File: src/rtl/fuzz_program_loader_pkg.sv
// Shared opcode constants, loader state encoding and load error codes for the
// fuzz program loader.
package fuzz_program_loader_pkg;

  localparam logic [7:0] OPCODE_HALT = 8'h01;
  localparam logic [7:0] OPCODE_PNEW = 8'h02;
  localparam logic [7:0] OPCODE_SEND = 8'h03;
  localparam logic [7:0] OPCODE_RECV = 8'h04;
  localparam logic [7:0] OPCODE_JMP  = 8'h05;

  typedef enum logic [1:0] {
    ST_CLEAR = 2'd0,
    ST_RECV  = 2'd1,
    ST_DONE  = 2'd2,
    ST_ERR   = 2'd3
  } state_t;

  typedef enum logic [1:0] {
    LOAD_ERR_NONE     = 2'b00,
    LOAD_ERR_PARTIAL  = 2'b01,
    LOAD_ERR_OVERFLOW = 2'b10,
    LOAD_ERR_EMPTY    = 2'b11
  } load_err_t;

  function automatic logic is_halt(input logic [31:0] word);
    return word[31:24] == OPCODE_HALT;
  endfunction

endpackage

File: src/rtl/fuzz_word_packer.sv
// Packs accepted bytes into a 32-bit word, opcode byte in [31:24]; the full
// word and its done strobe are combinational on the 4th byte's handshake.
module fuzz_word_packer (
  input  logic        clk,
  input  logic        rst_n,
  input  logic        clr,
  input  logic        accept,
  input  logic [7:0]  data,
  output logic [31:0] word,
  output logic        word_done
);

  logic [1:0]  byte_cnt;
  logic [23:0] hi_bytes;

  always_ff @(posedge clk or negedge rst_n) begin
    if (!rst_n) begin
      byte_cnt <= 2'd0;
      hi_bytes <= 24'h0;
    end else if (clr) begin
      byte_cnt <= 2'd0;
      hi_bytes <= 24'h0;
    end else if (accept) begin
      case (byte_cnt)
        2'd0:    hi_bytes[23:16] <= data;
        2'd1:    hi_bytes[15:8]  <= data;
        2'd2:    hi_bytes[7:0]   <= data;
        default: ;
      endcase
      byte_cnt <= byte_cnt + 2'd1;
    end
  end

  // The last byte lands straight in [7:0] so the write can issue one cycle later.
  assign word      = {hi_bytes, data};
  assign word_done = accept && (byte_cnt == 2'd3);

endmodule

File: src/rtl/fuzz_program_loader.sv
// Clears instruction memory, streams a byte program into it word by word, then
// pulses start; s_ready is high only while receiving, writes land 1 cycle after the 4th byte.
module fuzz_program_loader
  import fuzz_program_loader_pkg::*;
#(
  parameter int MAX_INSTRUCTIONS = 256,
  parameter int ADDR_W           = 8
) (
  input  logic              clk,
  input  logic              rst_n,
  input  logic              s_valid,
  output logic              s_ready,
  input  logic [7:0]        s_data,
  input  logic              s_last,
  input  logic              reload,
  output logic              imem_we,
  output logic [ADDR_W-1:0] imem_addr,
  output logic [31:0]       imem_wdata,
  output logic [ADDR_W:0]   prog_len,
  output logic              halt_seen,
  output logic              load_done,
  output logic              start,
  output logic [1:0]        load_err
);

  localparam logic [ADDR_W:0] IDX_FULL = (ADDR_W+1)'(MAX_INSTRUCTIONS);

  state_t          state;
  logic [ADDR_W:0] clr_cnt;
  logic [ADDR_W:0] word_idx;
  logic            done_pend;

  logic        accept;
  logic        overflow;
  logic        pk_accept;
  logic        pk_clr;
  logic [31:0] pk_word;
  logic        pk_done;

  assign accept    = s_valid && s_ready;
  assign overflow  = accept && (word_idx == IDX_FULL);
  assign pk_accept = accept && !overflow;
  assign pk_clr    = (state == ST_CLEAR);

  fuzz_word_packer u_packer (
    .clk       (clk),
    .rst_n     (rst_n),
    .clr       (pk_clr),
    .accept    (pk_accept),
    .data      (s_data),
    .word      (pk_word),
    .word_done (pk_done)
  );

  always_ff @(posedge clk or negedge rst_n) begin
    if (!rst_n) begin
      state      <= ST_CLEAR;
      clr_cnt    <= '0;
      word_idx   <= '0;
      done_pend  <= 1'b0;
      s_ready    <= 1'b0;
      imem_we    <= 1'b0;
      imem_addr  <= '0;
      imem_wdata <= 32'h0;
      prog_len   <= '0;
      halt_seen  <= 1'b0;
      load_done  <= 1'b0;
      start      <= 1'b0;
      load_err   <= LOAD_ERR_NONE;
    end else begin
      imem_we <= 1'b0;
      start   <= 1'b0;
      case (state)
        ST_CLEAR: begin
          if (clr_cnt == IDX_FULL) begin
            state   <= ST_RECV;
            s_ready <= 1'b1;
          end else begin
            imem_we    <= 1'b1;
            imem_addr  <= clr_cnt[ADDR_W-1:0];
            imem_wdata <= 32'h0;
            clr_cnt    <= clr_cnt + 1'b1;
          end
        end
        ST_RECV: begin
          if (done_pend) begin
            // prog_len already reflects the final word written last cycle.
            done_pend <= 1'b0;
            if (prog_len == '0) begin
              state    <= ST_ERR;
              load_err <= LOAD_ERR_EMPTY;
            end else begin
              state     <= ST_DONE;
              load_done <= 1'b1;
              start     <= 1'b1;
            end
          end else if (overflow) begin
            state    <= ST_ERR;
            load_err <= LOAD_ERR_OVERFLOW;
            s_ready  <= 1'b0;
          end else if (accept) begin
            if (pk_done) begin
              imem_we    <= 1'b1;
              imem_addr  <= word_idx[ADDR_W-1:0];
              imem_wdata <= pk_word;
              word_idx   <= word_idx + 1'b1;
              if (pk_word != 32'h0) prog_len <= word_idx + 1'b1;
              if (is_halt(pk_word)) halt_seen <= 1'b1;
              if (s_last) begin
                s_ready   <= 1'b0;
                done_pend <= 1'b1;
              end
            end else if (s_last) begin
              state    <= ST_ERR;
              load_err <= LOAD_ERR_PARTIAL;
              s_ready  <= 1'b0;
            end
          end
        end
        default: begin
          if (reload) begin
            state     <= ST_CLEAR;
            clr_cnt   <= '0;
            word_idx  <= '0;
            done_pend <= 1'b0;
            prog_len  <= '0;
            halt_seen <= 1'b0;
            load_done <= 1'b0;
            load_err  <= LOAD_ERR_NONE;
          end
        end
      endcase
    end
  end

endmodule

File: config.mk
export PLATFORM = sky130hd
export DESIGN_NAME = fuzz_program_loader
export DESIGN_NICKNAME = d
export VERILOG_FILES = /design/src/rtl/fuzz_program_loader_pkg.sv /design/src/rtl/fuzz_word_packer.sv /design/src/rtl/fuzz_program_loader.sv
export SDC_FILE = /design/constraint.sdc
export NUM_CORES = 1
export LEC_CHECK = 0
export CORE_MARGIN = 3
export CORE_UTILIZATION = 46
export CTS_CLUSTER_SIZE = 30
export DETAILED_ROUTE_END_ITERATION = 10
export PLACE_DENSITY_LB_ADDON = 0.12
export SYNTH_ARGS = -nofsm -noshare
export SYNTH_HDL_FRONTEND = slang
export SYNTH_HIERARCHICAL = 1
export SYNTH_SLANG_ARGS = --single-unit
export TNS_END_PERCENT = 10
File: constraint.sdc
create_clock -name clk -period 5.5 [get_ports clk]
set_clock_uncertainty 0.05 [all_clocks]
set_input_delay 1.65 -clock clk [delete_from_list [all_inputs] [get_ports clk]]
set_output_delay 1.65 -clock clk [all_outputs]
set_load 0.02 [all_outputs]
==> reports/metrics.yaml <==
global_route:
  vias_in_the_first_global_route: 3604
  grt_antenna_before_repair: 0
  grt_use_total: 0.1885
  wire_length_of_the_first_global_routing_pass_microns: 19160
  gr-total-overflow: 0
  pin_count_of_the_biggest_net_entering_global_routing: 79
sta:
  worst_case_setup_margin_in_the_final_layout_ps: 1185
  finalCriticalPeriod_ps: 4315
  rsz_0062_raised_after_global_routing: "no"
  timing.final.hold_violations: 0
  setup-tns-final_ps: 0
  finalSetupViolations: 0
  slew_headroom: 0.3456
  fin_hold_ws_ps: 434.7
  timing_max_transition_violations_final: 0
  tightest_slew_ps: 981.6
  post-route-period-util: 0.7846
  max_clock_freq_ghz: 0.2317
worst_setup_path:
  end_kind: "flop"
  critical-path-max-stage-delay_ps: 550
  critPathTopFamily: "simple AND/OR/NAND/NOR gates"
  depth_of_the_worst_register_to_register_path: 11
  worstPathRequired_ps: 5700
  cp.buffers_inverters: 2
  crit_arrival_ps: 4510
  critical_path_depth: 9
  critical_path_peak_fanout: 30
  timing.critical_path.from_type: "input pin"
  critical-path-slowest-cell: "sky130_fd_sc_hd__clkdlybuf4s50_1"
  worstSetupPathType: "input pin to flop"
  timing.critical_path.cells: "clkdlybuf4s50_1 > nand2_1 > nor2_1 > and2_2 > nor4bb_1 > o211a_1 > nor2_2 > buf_4 > mux2_2"
cts:
  worstSkewPairLatency_ps: 350
  clock_sink_count: 103
  tritoncts_clock_tree: "yes"
  clk_root_buffer_cell: "sky130_fd_sc_hd__clkbuf_8"
  clk_pin_slew_worst_paths_ps: 100
  cts-htree-levels: 3
  worst_case_clock_buffer_depth: 2
  cts_repair_resize_count: 0
  hold_buffers: 0
  tritoncts.num_buffers: 9
  postCtsSetupRepairBufs: 0
final_layout:
  finalNetCount: 525
  multi_input_area_sq_mm: 0.002287
  mostFrequentLayoutCell: "sky130_fd_sc_hd__dfrtp_1"
  area_delta_synth_final_pct: 16.99
  final_layout_size_suffix_gt1_frac: 0.1709
  diodes: 0
  layout.cells.non_filler: 645
  regArea_sq_mm: 0.002577
  layout.core_utilization: 0.5647
  layout.cells.most_common_list: "sky130_fd_sc_hd__dfrtp_1, sky130_fd_sc_hd__clkdlybuf4s50_1, sky130_fd_sc_hd__nand4_1, sky130_fd_sc_hd__nand2b_1, sky130_fd_sc_hd__a21bo_2"
  final_cell_area_sq_mm: 0.005961
  final.fill_count: 929
floorplanning:
  boundaryPins: 69
  fp.dieH_microns: 111.2
  count_of_standard_cell_rows: 37
  floorplan.core_area_sq_mm: 0.01056
  floorplan.die_area_sq_mm: 0.01237
  width_of_the_die_microns: 111.2
  start_util: 0.4827
synth:
  synth.area.top_cells: "sky130_fd_sc_hd__dfrtp_1, sky130_fd_sc_hd__a21bo_2, sky130_fd_sc_hd__mux2i_1"
  synth-seq-area-share: 0.5059
  netlist.area_leader.share: 0.5059
  ys_types: 52
  synth_nets: 479
  yosys_top_cell_by_area: "sky130_fd_sc_hd__dfrtp_1"
  synth_area_sq_mm: 0.005095
  synth.ff_latch_count: 103
  number_of_enable_flip_flop_cells_after_synthesis: 0
  synth-async-reset-ratio: 1.000
  syn_area_per_cell_sq_um: 11.12
  postSynthCellCount: 458
  synth_flop_cell: "sky130_fd_sc_hd__dfrtp_1"
  ys.warnings.count: 6
outcome:
  status: "complete, no violations"
power:
  clock_network_fraction_of_total_power: 0.197
  netSwitchingPower_mw: 0.8639
  total_power_mw: 2.200
  leakagePower_nw: 2.792
  power_density_mw_per_mm2: 369.0
  power_switching_share: 0.3927
  cellInternalPower_mw: 1.336
  p_seq_frac: 0.442
  power.ir.vdd_worst_v: 0.0001758
  pwr-share-comb: 0.361
routing:
  drtIter0Drc: 204
  ant_nets: 0
  dr_total_vias: 3671
  wl_per_cell_microns: 17.93
  detailed_routing_iterations_pass_1: 5
  avgViaCountPerCell: 5.691
  routed_wl_microns: 11570
  detail_route.drc_violations: 0
placed_design:
  detailedPlacementHpwl_microns: 8146
  place.detailed.instances: 629
  port_buffers: 68
  globalplace.congestion: 0.8680
  dpl-instance-area_sq_mm: 0.005788
  dp_worst_setup_slack_ps: 808.6
min_path:
  hold-path-cell-count: 1
  hold_class: "flop to flop"
run:
  cap_viol_max_count: 0
-- state kept, by name (all words and copies together), names as in the netlist, 8 cells and up --
| signal | cells |
|---|---|
| imem_addr | 8 |
| prog_len | 9 |
| u_packer/hi_bytes | 24 |
| word_idx | 9 |
| imem_wdata | 32 |
| clr_cnt | 9 |
-- cells in the mapped netlist, types with 3 or more instances --
| cell type | n |
|---|---|
| sky130_fd_sc_hd__nand2_1 | 31 |
| sky130_fd_sc_hd__nand3_1 | 6 |
| sky130_fd_sc_hd__dfrtp_1 | 103 |
| sky130_fd_sc_hd__nand4_1 | 37 |
| sky130_fd_sc_hd__mux2_2 | 21 |
| sky130_fd_sc_hd__or4_1 | 3 |
| sky130_fd_sc_hd__o21ai_0 | 12 |
| sky130_fd_sc_hd__nor2b_1 | 4 |
| sky130_fd_sc_hd__buf_4 | 9 |
| sky130_fd_sc_hd__or3_1 | 6 |
| sky130_fd_sc_hd__xnor2_1 | 4 |
| sky130_fd_sc_hd__a21bo_2 | 32 |
| sky130_fd_sc_hd__and3_1 | 3 |
| sky130_fd_sc_hd__o2bb2ai_1 | 3 |
| sky130_fd_sc_hd__clkbuf_1 | 18 |
| sky130_fd_sc_hd__buf_2 | 6 |
| sky130_fd_sc_hd__buf_1 | 4 |
| sky130_fd_sc_hd__ha_1 | 8 |
| sky130_fd_sc_hd__nor2_1 | 18 |
| sky130_fd_sc_hd__mux2i_1 | 26 |
| sky130_fd_sc_hd__nand2b_1 | 36 |
| sky130_fd_sc_hd__a22o_1 | 3 |
| sky130_fd_sc_hd__inv_1 | 7 |
| sky130_fd_sc_hd__xor2_1 | 6 |
| sky130_fd_sc_hd__a21oi_1 | 7 |
| sky130_fd_sc_hd__a32o_1 | 4 |
| sky130_fd_sc_hd__nor4_1 | 6 |
-- cell families after synthesis --
group / count (synthesis) / share of synthesized area
multiplexers: 47 / 0.09750
AO/OA/AOI/OAI: 77 / 0.1289
flip-flops: 103 / 0.5059
XOR/XNOR: 10 / 0.01719
AND/OR/NAND/NOR: 166 / 0.1852
adder cells (fa/ha/maj): 8 / 0.01965
buffers and inverters: 47 / 0.04568
-- per-layer routing --
metal / up-vias / wire, microns / part of all wire / global-route usage
met4: 0 / 60 / 0.0052 / 0.03082
met2: 101 / 5210 / 0.45 / 0.2815
met3: 6 / 530 / 0.046 / 0.03330
met5: - / 0 / 0 / 0
met1: 1837 / 5766 / 0.50 / 0.2922
li1: 1727 / - / - / -
-- cell type report --
class,instances,share of cell area
Clock buffer,10,0.02141
Clock inverter,6,0.007557
Multi-Input combinational cell,308,0.3837
Inverter,8,0.005038
Tap cell,136,0.02855
Sequential cell,103,0.4324
Timing Repair Buffer,74,0.1213
-- path summary, 6_finish.rpt --
check / from / to / slack, ps
max: s_valid / imem_addr[0] / 1180
min: load_done / load_done / 430
max in group asynchronous: rst_n / state[0] / 3050
min reg2reg: load_done / load_done / 430
min in group asynchronous: rst_n / prog_len[4] / 1380
max reg2reg: word_idx[0] / imem_addr[0] / 1890
-- power groups by stage --
stage,Clock [mW],Combinational [mW],Sequential [mW]
after floorplan,0,0.571,0.981
after global placement,0,0.779,0.981
after detailed placement,0,0.795,0.986
after CTS,0.447,0.799,0.972
after global routing,0.477,0.870,0.987
final,0.433,0.794,0.972
Note: power is estimated with default switching activity, not from simulation.
